`config.mk`:
```
export PLATFORM = sky130hd
export DESIGN_NAME = tt_sel_driver
export DESIGN_NICKNAME = d
export VERILOG_FILES = /design/src/rtl/tt_sel_pkg.sv /design/src/rtl/tt_sel_timer.sv /design/src/rtl/tt_sel_driver.sv
export SDC_FILE = /design/constraint.sdc
export NUM_CORES = 1
export LEC_CHECK = 0
export ABC_AREA = 1
export ABC_CLOCK_PERIOD_IN_PS = 3430
export BUFFER_PORTS_ARGS = -buffer_cell sky130_fd_sc_hd__clkbuf_2
export CAP_MARGIN = 10
export CORE_UTILIZATION = 42
export DETAILED_ROUTE_END_ITERATION = 16
export GPL_ROUTABILITY_DRIVEN = 0
export GPL_TIMING_DRIVEN = 0
export PLACE_DENSITY_LB_ADDON = 0.08
export SETUP_SLACK_MARGIN = 0.3
export SYNTH_ARGS = -nofsm -noshare
export SYNTH_HDL_FRONTEND = slang
export SYNTH_SLANG_ARGS = --single-unit
```
`constraint.sdc`:
```
create_clock -name clk -period 3.43 [get_ports clk]
set_clock_uncertainty 0.15 [all_clocks]
set_input_delay 0.5145 -clock clk [delete_from_list [all_inputs] [get_ports clk]]
set_output_delay 0.5145 -clock clk [all_outputs]
set_load 0.02 [all_outputs]
```
`src/rtl/tt_sel_pkg.sv`:
```
// tt_sel_pkg: shared FSM state type, default timing constants and a small helper for the select driver
package tt_sel_pkg;
  typedef enum logic [2:0] {IDLE, GUARD, RST, SETTLE, INC_HI, INC_LO, DONE} state_e;
  localparam int ADDR_W_DEF = 10;
  localparam int PULSE_CYC_DEF = 4;
  localparam int RST_CYC_DEF = 8;
  localparam int GUARD_CYC_DEF = 4;
  function automatic int max3(input int a, input int b, input int c);
    return (a > b) ? ((a > c) ? a : c) : ((b > c) ? b : c);
  endfunction
endpackage

```
`src/rtl/tt_sel_timer.sv`:
```
// tt_sel_timer: loadable down-counter with terminal-count flag
// ports: clk, rst_n (async low), load_i/val_i reload the count, tc_o high when the count is zero
module tt_sel_timer #(
  parameter int W = 4
) (
  input  logic         clk,
  input  logic         rst_n,
  input  logic         load_i,
  input  logic [W-1:0] val_i,
  output logic         tc_o
);
  logic [W-1:0] cnt_q;
  always_ff @(posedge clk or negedge rst_n)
    if (!rst_n) cnt_q <= '0;
    else if (load_i) cnt_q <= val_i;
    else if (cnt_q != '0) cnt_q <= cnt_q - W'(1);
  assign tc_o = cnt_q == '0;
endmodule

```
`src/rtl/tt_sel_driver.sv`:
```
// tt_sel_driver: drives the sel_rst_n / sel_inc / ena design-select protocol towards the chip controller
// ports: req_valid/req_ready/req_addr/req_en request handshake; done/busy status;
//        cur_addr/cur_valid currently selected design; sel_rst_n/sel_inc/ena registered pad outputs
module tt_sel_driver
  import tt_sel_pkg::*;
#(
  parameter int ADDR_W    = ADDR_W_DEF,
  parameter int PULSE_CYC = PULSE_CYC_DEF,
  parameter int RST_CYC   = RST_CYC_DEF,
  parameter int GUARD_CYC = GUARD_CYC_DEF
) (
  input  logic              clk,
  input  logic              rst_n,
  input  logic              req_valid,
  output logic              req_ready,
  input  logic [ADDR_W-1:0] req_addr,
  input  logic              req_en,
  output logic              done,
  output logic              busy,
  output logic [ADDR_W-1:0] cur_addr,
  output logic              cur_valid,
  output logic              sel_rst_n,
  output logic              sel_inc,
  output logic              ena
);
  localparam int TW = $clog2(max3(PULSE_CYC, RST_CYC, GUARD_CYC) + 1);
  state_e state_q, state_d;
  logic [ADDR_W-1:0] cnt_q, cnt_d, cur_q, cur_d;
  logic rp_q, rp_d, en_q, en_d, valid_q, valid_d, ena_q, ena_d;
  logic srst_q, srst_d, inc_q, inc_d, done_q, done_d, busy_q, busy_d;
  logic accept, inc_path, enter, tc;
  logic [TW-1:0] tval;
  tt_sel_timer #(.W(TW)) u_timer (
    .clk   (clk),
    .rst_n (rst_n),
    .load_i(enter),
    .val_i (tval),
    .tc_o  (tc)
  );
  assign accept   = req_valid && state_q == IDLE;
  // counting up from a known address avoids the selector reset
  assign inc_path = valid_q && req_addr >= cur_q;
  assign enter    = state_d != state_q;
  always_comb begin
    state_d = state_q;
    case (state_q)
      IDLE:           state_d = req_valid ? GUARD : IDLE;
      GUARD:          if (tc) state_d = rp_q ? RST : (cnt_q != '0 ? INC_HI : DONE);
      RST:            if (tc) state_d = SETTLE;
      SETTLE, INC_LO: if (tc) state_d = cnt_q != '0 ? INC_HI : DONE;
      INC_HI:         if (tc) state_d = INC_LO;
      default:        state_d = IDLE;
    endcase
  end
  // every output and bookkeeping register is computed from the next state so it lines up with state_q
  always_comb begin
    rp_d    = accept ? !inc_path : rp_q;
    en_d    = accept ? req_en : en_q;
    cnt_d   = accept ? (inc_path ? req_addr - cur_q : req_addr)
            : (enter && state_d == INC_LO) ? cnt_q - ADDR_W'(1) : cnt_q;
    cur_d   = (enter && state_d == SETTLE) ? '0
            : (enter && state_d == INC_LO) ? cur_q + ADDR_W'(1) : cur_q;
    valid_d = valid_q || state_d == DONE;
    ena_d   = state_d == DONE ? en_q : state_d == IDLE ? ena_q : 1'b0;
    srst_d  = state_d != RST;
    inc_d   = state_d == INC_HI;
    done_d  = state_d == DONE;
    busy_d  = state_d != IDLE;
    tval    = state_d == GUARD ? TW'(GUARD_CYC - 1)
            : (state_d == RST || state_d == SETTLE) ? TW'(RST_CYC - 1) : TW'(PULSE_CYC - 1);
  end
  always_ff @(posedge clk or negedge rst_n)
    if (!rst_n) begin
      state_q <= IDLE;
      cnt_q   <= '0;
      cur_q   <= '0;
      rp_q    <= 1'b0;
      en_q    <= 1'b0;
      valid_q <= 1'b0;
      ena_q   <= 1'b0;
      srst_q  <= 1'b1;
      inc_q   <= 1'b0;
      done_q  <= 1'b0;
      busy_q  <= 1'b0;
    end else begin
      state_q <= state_d;
      cnt_q   <= cnt_d;
      cur_q   <= cur_d;
      rp_q    <= rp_d;
      en_q    <= en_d;
      valid_q <= valid_d;
      ena_q   <= ena_d;
      srst_q  <= srst_d;
      inc_q   <= inc_d;
      done_q  <= done_d;
      busy_q  <= busy_d;
    end
  assign req_ready = !busy_q;
  assign busy      = busy_q;
  assign done      = done_q;
  assign cur_addr  = cur_q;
  assign cur_valid = valid_q;
  assign sel_rst_n = srst_q;
  assign sel_inc   = inc_q;
  assign ena       = ena_q;
endmodule

```
; Word-level counts from Yosys, hierarchy flattened
; Index checks and enable logic that the tools add are counted.
[op_classes]
reduce_logical = 18
addsub = 4
n_eq_ne = 14
n_mux = 19
n_lt_le_gt_ge = 1
[ops]
columns = op, n
row1 = $mux W10, 5
row2 = $mux W3, 7
row3 = $eq A3 B3 Y1 const B, 5
row4 = $pmux W3 S5, 1
row5 = $eq A3 B2 Y1 const B, 4
row6 = $add A10 B1 Y10 const B, 1
row7 = $ge A10 B10 Y1, 1
row8 = $reduce_bool A10 Y1, 1
row9 = $sub A10 B1 Y10 const B, 1
row10 = $sub A10 B10 Y10, 1
row11 = $mux W4, 2
row12 = $eq A3 B1 Y1 const B, 2
row13 = $logic_not A3 Y1, 2
row14 = $reduce_bool A2 Y1, 3
row15 = $logic_and A1 B1 Y1, 4
row16 = $logic_not A4 Y1, 1
row17 = $reduce_bool A4 Y1, 1
row18 = $sub A4 B1 Y4 const B, 1
row19 = $mux W1, 3
row20 = $ne A3 B2 Y1 const B, 1
row21 = $ne A3 B3 Y1, 1
row22 = $reduce_bool A3 Y1, 1
row23 = $logic_not A1 Y1, 2
row24 = $logic_or A1 B1 Y1, 2
row25 = 3 further kinds, 3
[totals]
elab_cells = 68
regBits = 35

; Longest topological paths before layout
; Gate-level depths: netlist of the first run.
[depth]
word_depth = 10
mapped_depth = 14
mapped_depth_nobuf = 14

; Modules after synthesis
; From an unflattened synthesis of the first run, not the netlist that was laid out.
[hier_totals]
hier_cells = 394
hier_area_um2 = 2650.0
[modules_own_cells]
columns = mod, area_per_inst_um2, seq_area_each_um2, cells_per_inst, instances
row1 = tt_sel_driver, 2407.3, 777.0, 360, 1
row2 = tt_sel_timer, 242.7, 100.1, 34, 1

; Least setup slack after synthesis of the first run
; Ideal clock, no wire load.
[synth_timing]
kind = in2reg
start = input req_addr[0]
end = register cnt_q[9]
setup_ns = 0.077
arrival_ns = 1.879
path_buffers = 1
cell_stages = 11
path_slack_ns = 1.323
t_required_ns = 3.203
cell_sequence = inv_1 > ha_1 > fa_1 > inv_1 > nand3_1 > nand4_1 > buf_4 > nand3_1 > nand2_1 > nand2_1 > a21oi_1
[synth_via]
elab_chain_cells = 4
[synth_rtl]
columns = item, line_no
row1 = "start, declared", tt_sel_driver.sv:16  ; input logic [ADDR_W-1:0] req_addr,
row2 = $ge A10 B10 Y1, tt_sel_driver.sv:42  ; assign inc_path = valid_q && req_addr >= cur_q;
row3 = $logic_and A1 B1 Y1, tt_sel_driver.sv:42
row4 = $mux W10 (*) (2 in a row), tt_sel_driver.sv:59  ; cnt_d = accept ? (inc_path ? req_addr - cur_q : req_addr)
row5 = "end signal, assigned", tt_sel_driver.sv:87  ; cnt_q <= cnt_d;
row6 = "end, declared", tt_sel_driver.sv:28  ; logic [ADDR_W-1:0] cnt_q, cnt_d, cur_q, cur_d;
; Every way passes the cells marked *; elsewhere a longest branch is shown, timed or not.
; A chain may end at the register's enable or synchronous reset.

; Worst setup path in the final report of the first run
[layout_timing]
start = register cur_q[0] (netlist: cur_addr[0])
end = register cnt_q[8]
[layout_via]
elab_chain_cells = 4
[layout_rtl]
columns = item, line_no
row1 = "start, declared", tt_sel_driver.sv:28
row2 = "start signal, assigned", tt_sel_driver.sv:88  ; cur_q <= cur_d;
row3 = $ge A10 B10 Y1, tt_sel_driver.sv:42
row4 = $logic_and A1 B1 Y1, tt_sel_driver.sv:42
row5 = $mux W10 (*) (2 in a row), tt_sel_driver.sv:59
; Marked as above.

==> flow_summary.yaml, run 1 <==
yosys:
  synth_area_leader_cell: "dfrtp_1"
  synthArstFlopShare_pct: 100
  synth_flop_cell: "dfrtp_1"
  synth-seq-cells: 35
  postSynthCellCount: 379
  yosysMostFrequentCell: "nand2_1"
  synth_area_um2: 2660
  synthTopCellsByArea: "dfrtp_1, nand2_1, inv_1"
  synth_top_area_share_pct: 32.0
  ys_warn_count: 0
  syn-num-nets: 407
  synth_edf_count: 0
  synth_commonest_cells: "nand2_1, inv_1, nand3_1, dfrtp_1, nor2_1"
  syn_area_per_cell_um2: 7.02
  ys_types: 40
  yosysSeqAreaShare_pct: 33.0
timing:
  finalMaxSlewViolations: 0
  worst-slew-pin-transition_ps: 910
  setup_viol: 0
  fin_crit_ps: 2200
  finalSetupTns_ps: 0
  rsz0062_at_grt: "no"
  hold_viol: 0
  fmax_mhz: 455
  slew_headroom_pct: 39.3
  fin_crit_sh_pct: 64.1
worst_setup_path:
  crit_fanout: 6
  crit_buf_inv: 1
  crit_end: "cnt_q[8]"
  worst-path-stages: 12
  crit_path_end_kind: "flop"
  slowest_stage: "dfrtp_1"
  critPathLaunch: "cur_addr[0]"
  path_class: "flop to flop"
  reg2reg_to: "cnt_q[8]"
  reg2reg_depth: 12
  reg2reg_slack_ps: 1230
  cp.arrival_ps: 2220
  crit_path_cell_trace: "ha_1 > fa_1 > inv_1 > nand3_1 > nand3_1 > nand2_1 > nand2_1 > nand2_1 > nand2_1 > nand3_1 > nand3_1 > a21oi_1"
  crit_family: "adder cells"
  worst_setup_path_start_kind: "flop"
  required_ps: 3450
  r2r-start: "cur_addr[0]"
  cpPeakStageDelay_ps: 460
cells_and_area:
  syn2layout_area_growth_pct: 13.4
  finalInstanceArea_um2: 3020
  drive_above_1_share_pct: 17.7
  utilization_pct: 50.1
  fillers: 627
  antenna_cells: 0
  fin_nets: 444
power_and_ir_drop:
  sequentialPowerShare_pct: 35.4
  intPower_mw: 1.09
  p_comb_share_pct: 45.2
  power_density_nw_per_um2: 645
  netSwitchingFraction_pct: 44.2
  ir_drop_v: 0.000343
  leakage_nw: 1.60
  p_switching_mw: 0.861
  p_clk_share_pct: 19.4
placement:
  port_buffers: 30
  place_hpwl_um: 4900
  placed_area_um2: 2900
clock_tree:
  clkTransAtPathRegs_ps: 80
  cts_resized: 0
  cts_sinks: 35
  clockBufferDepth: 2
  clk_latency_ps: 290
  numCtsBuffers: 5
  cts_setup_buffers: 0
  ctsHoldBuffers: 0
  cts_tree: "done"
  cts-root-buf: "clkbuf_8"
  cts_max_level: 2
routing:
  dr.pass1.iters: 5
  wl_per_cell_um: 12.4
  postRouteAntennaNets: 0
  finalWirelength_um: 6090
  drt-initial-drc-count: 60
  vias: 2433
  vias_per_cell: 4.95
  drc_errors: 0
floorplanning:
  die_y_um: 81.6
  fp-row-count: 28
  design.core.area_um2: 6030
  dieArea_um2: 6660
  die_w_um: 81.6
  io_pins: 31
  start_util_pct: 44.1
global_routing:
  grt_pass1_wl_um: 10200
  grt_max_degree: 36
  track_usage_pct: 20.1
  antenna_found_initial: 0
  grt_pass1_vias: 2244
  grt.overflow.total: 0
min_path:
  hold_path_class: "input pin to async pin"
outcome:
  status: "completed"
job:
  cap_violations: 0
-- kinds of logic (layout without fill, tap and decap cells) --
group | after synthesis | in the layout | synth area share [%]
AO/OA/AOI/OAI | 48 | 48 | 9.97
flip-flops | 35 | 35 | 33.0
XOR/XNOR | 8 | 8 | 2.63
AND/OR/NAND/NOR | 203 | 203 | 36.7
buffers and inverters | 71 | 109 | 10.8
adder cells (fa/ha/maj) | 14 | 14 | 6.87
-- power groups by stage --
stage          Combinational (mW)  Sequential (mW)  Clock [mW]
2_1_floorplan               0.672            0.698           0
3_3_place_gp                0.872            0.693           0
3_5_place_dp                0.886            0.697           0
4_1_cts                     0.886            0.691       0.388
5_1_grt                      1.02            0.710       0.400
6_report                    0.880            0.688       0.378
-- area by class of cell --
cell class,instances,area [um2],share of cell area (%)
clock inverters,3,43.8,1.45
inverters,66,255,8.46
repair buffers,30,150,4.98
multi-input cells,273,1500,49.6
well taps,75,93.8,3.11
clock buffers,5,68.8,2.28
flip-flops and latches,35,877,29.1
plain buffers,5,32.5,1.08
-- state kept, by name, indices dropped and copies added, names as in the netlist, 3 cells and up --
signal         flops
state_q            3
u_timer.cnt_q      4
cnt_q             10
cur_addr          10
-- metal layers --
metal  part of all wire, %  routed length, um  global-route usage (%)  vias to the layer above
met3                   3.3                201                    3.67                        9
li1                      -                  -                       -                     1295
met5                     0                  0                       0                        -
met2                    47               2860                    34.2                       41
met1                    48               2910                    25.9                     1088
met4                   2.1                127                    6.14                        0
-- how the worst min path moves through the flow --
| stage | startpoint | to | slack (ps) |
|---|---|---|---|
| 5_1_grt | rst_n | cnt_q[0] | 270 |
| 2_1_floorplan | rst_n | busy | 70 |
| 3_5_place_dp | en_q | ena | 320 |
| 4_1_cts | rst_n | cur_addr[0] | 230 |
| 6_report | rst_n | cnt_q[2] | 190 |
| 3_3_place_gp | en_q | ena | 310 |
-- through the flow --
step / power, mW / hold slack [ps] / setup slack, ps / cells
3_5_place_dp: 1.58 / 316 / 1090 / 484
2_1_floorplan: 1.37 / 68.9 / 1320 / 379
4_1_cts: 1.97 / 231 / 1210 / 492
5_1_grt: 2.13 / 272 / 1080 / 492
6_report: 1.95 / 193 / 1230 / 492
3_3_place_gp: 1.57 / 312 / 1080 / 484
-- placed cells by master, fill, tap and decap left out, types with 2 or more instances in the layout --
cell type,synthesis,final
nand2_1,92,92
inv_1,57,57
nand3_1,41,41
nor2_1,34,34
dfrtp_1,34,34
clkbuf_2,0,30
a21oi_1,22,22
o21ai_0,14,14
ha_1,13,13
nor3_1,8,8
inv_2,7,7
nand2_2,6,6
nor2_2,5,5
clkbuf_8,0,5
xnor2_1,4,4
nand4_1,4,4
xor2_1,4,4
nand2_4,3,3
a31oi_1,3,3
clkinv_4,1,2
nand4_4,2,2
buf_2,2,2
a211oi_1,2,2
nor3_2,2,2
o21ai_1,2,2
(Power assumes the default switching activity.)
==> run 2: changes to the inputs <==
ABC_CLOCK_PERIOD_IN_PS = 1800   (was 3430)
clock period = 1.8 ns   (was 3.43 ns; I/O delays follow)
==> run 2 against run 1 <==
Net effect: the flow now finishes with violations (hold timing, setup timing); critical path type unchanged; die area unchanged; sequential power up 96%; register-to-register slack got worse by 1400 ps.
==> flow_summary.yaml, run 2 (synthesized netlist as in run 1, its figures left out) <==
outcome:
  status: "complete, but fails checks"
  violations: "hold timing, setup timing"
routing:
  drt-initial-drc-count: 81
  postRouteAntennaNets: 0
  finalWirelength_um: 7420
  drc_errors: 0
  wl_per_cell_um: 13.7
  dr.pass1.iters: 4
  vias_per_cell: 5.01
  vias: 2705
clock_tree:
  numCtsBuffers: 5
  clk_latency_ps: 290
  cts_sinks: 35
  cts_max_level: 2
  clockBufferDepth: 2
  cts-root-buf: "clkbuf_8"
  clkTransAtPathRegs_ps: 80
  cts_tree: "done"
worst_setup_path:
  cpPeakStageDelay_ps: 450
  slowest_stage: "dfrtp_2"
  crit_fanout: 5
  crit_path_cell_trace: "ha_4 > fa_2 > inv_2 > nand3_2 > nand4_1 > buf_6 > buf_6 > nand3_4 > nand2_1 > nand2_1 > a21oi_1"
  worst-path-stages: 11
  reg2reg_depth: 11
  crit_buf_inv: 3
  worst_setup_path_start_kind: "flop"
  path_class: "flop to flop"
  r2r-start: "cur_addr[0]"
  required_ps: 1860
  crit_family: "adder cells"
  cp.arrival_ps: 2080
  crit_path_end_kind: "flop"
  reg2reg_to: "cnt_q[9]"
  reg2reg_slack_ps: -220
timing:
  fmax_mhz: 496
  final_critical_path_setup_slack_ps: -218
  worst-slew-pin-transition_ps: 942
  finalMaxSlewViolations: 0
  holdWs_ps: -37.0
  rsz0062_at_grt: "yes"
  hold_viol: 34
  fin_crit_ps: 2020
  slew_headroom_pct: 37.2
  fin_crit_sh_pct: 112
  setup_viol: 13
placement:
  dp.cells: 484
  port_buffers: 30
  place_hpwl_um: 4940
global_routing:
  grt_max_degree: 36
  track_usage_pct: 23.1
  grt_pass1_vias: 2512
  grt_pass1_wl_um: 11700
  antenna_found_initial: 0
  grt.overflow.total: 0
job:
  cap_violations: 0
cells_and_area:
  fin_nets: 492
  final_common_cell: "nand2_1"
  instances_no_fill: 540
  mostFrequentLayoutCells: "nand2_1, inv_1, buf_4, clkbuf_2, nor2_1"
  seqCellArea_um2: 895
  antenna_cells: 0
  syn2layout_area_growth_pct: 49.2
  multi_input_area_um2: 1990
  fillers: 526
  drive_above_1_share_pct: 49.2
floorplanning:
  die_w_um: 81.6
  design.core.area_um2: 6030
  io_pins: 31
  fp-row-count: 28
  start_util_pct: 44.1
  dieArea_um2: 6660
  die_y_um: 81.6
power_and_ir_drop:
  total_power_mw: 4.64
  leakage_nw: 1.96
  ir_drop_v: 0.000724
  power_density_nw_per_um2: 1170
min_path:
  hold_path_class: "input pin to async pin"
-- run 2: through the flow --
stage | util (%) | setup WS [ps] | instance area (um2) | hold WS [ps] | setup TNS, ps
final | 65.9 | -218 | 3970 | -37.0 | -2220
after global routing | 65.9 | -304 | 3970 | 37.2 | -3590
after CTS | 59.5 | -248 | 3590 | -9.40 | -2440
after detailed placement | 51.0 | -277 | 3070 | 310 | -2740
after global placement | 51.0 | -251 | 3070 | 291 | -2530
after floorplan | - | -79.7 | 2830 | -176 | -546
-- run 2: final cells by class --
class / instances / area share, %
Sequential cell: 35 / 22.5
Timing Repair Buffer: 77 / 13.8
Clock buffer: 5 / 1.73
Multi-Input combinational cell: 274 / 50.2
Clock inverter: 3 / 1.10
Buffer: 5 / 1.13
Tap cell: 75 / 2.36
Inverter: 66 / 7.19
-- run 2: metal layers --
metal  vias up  track usage [%]  part of all wire (%)
li1       1394                -                     -
met1      1258             29.7                    44
met2        45             40.2                    52
met3         8             3.00                   2.7
met4         0             6.67                   1.1
met5         -                0                     0
-- run 2: repair_timing --
action | in CTS | in global routing
setup buffers | 29 | 16
resized for setup | 48 | 67
endpoints found under the hold margin | 29 | 0
gates cloned | 3 | 0
endpoints found under the setup margin | 33 | 34
pin swaps | 24 | 20
-- run 2: how the worst max path moves through the flow --
stage,startpoint,end
floorplan,cur_addr[0],cnt_q[9]
global placement,cur_addr[2],cnt_q[5]
detailed placement,cur_addr[2],cnt_q[4]
CTS,cur_addr[0],cnt_q[2]
global route,cur_addr[0],cnt_q[9]
finish,cur_addr[0],cnt_q[9]
-- run 2: worst register-to-register path: stages, from the launching register on --
cell and delay [ps]:
dfrtp_2 450, ha_4 180, fa_2 360, inv_2 90, nand3_2 70, nand4_1 110, buf_6 140, buf_6 120
nand3_4 60, nand2_1 60, nand2_1 50, a21oi_1 110
-- run 2: report_power, final --
group / switching, mW / leakage, nW / internal [mW] / total, mW
sequential: 0.299 / 0.416 / 1.05 / 1.35
clock: 0.320 / 0.0581 / 0.413 / 0.733
combinational: 1.46 / 1.48 / 1.10 / 2.56
total: 2.07 / 1.96 / 2.57 / 4.64
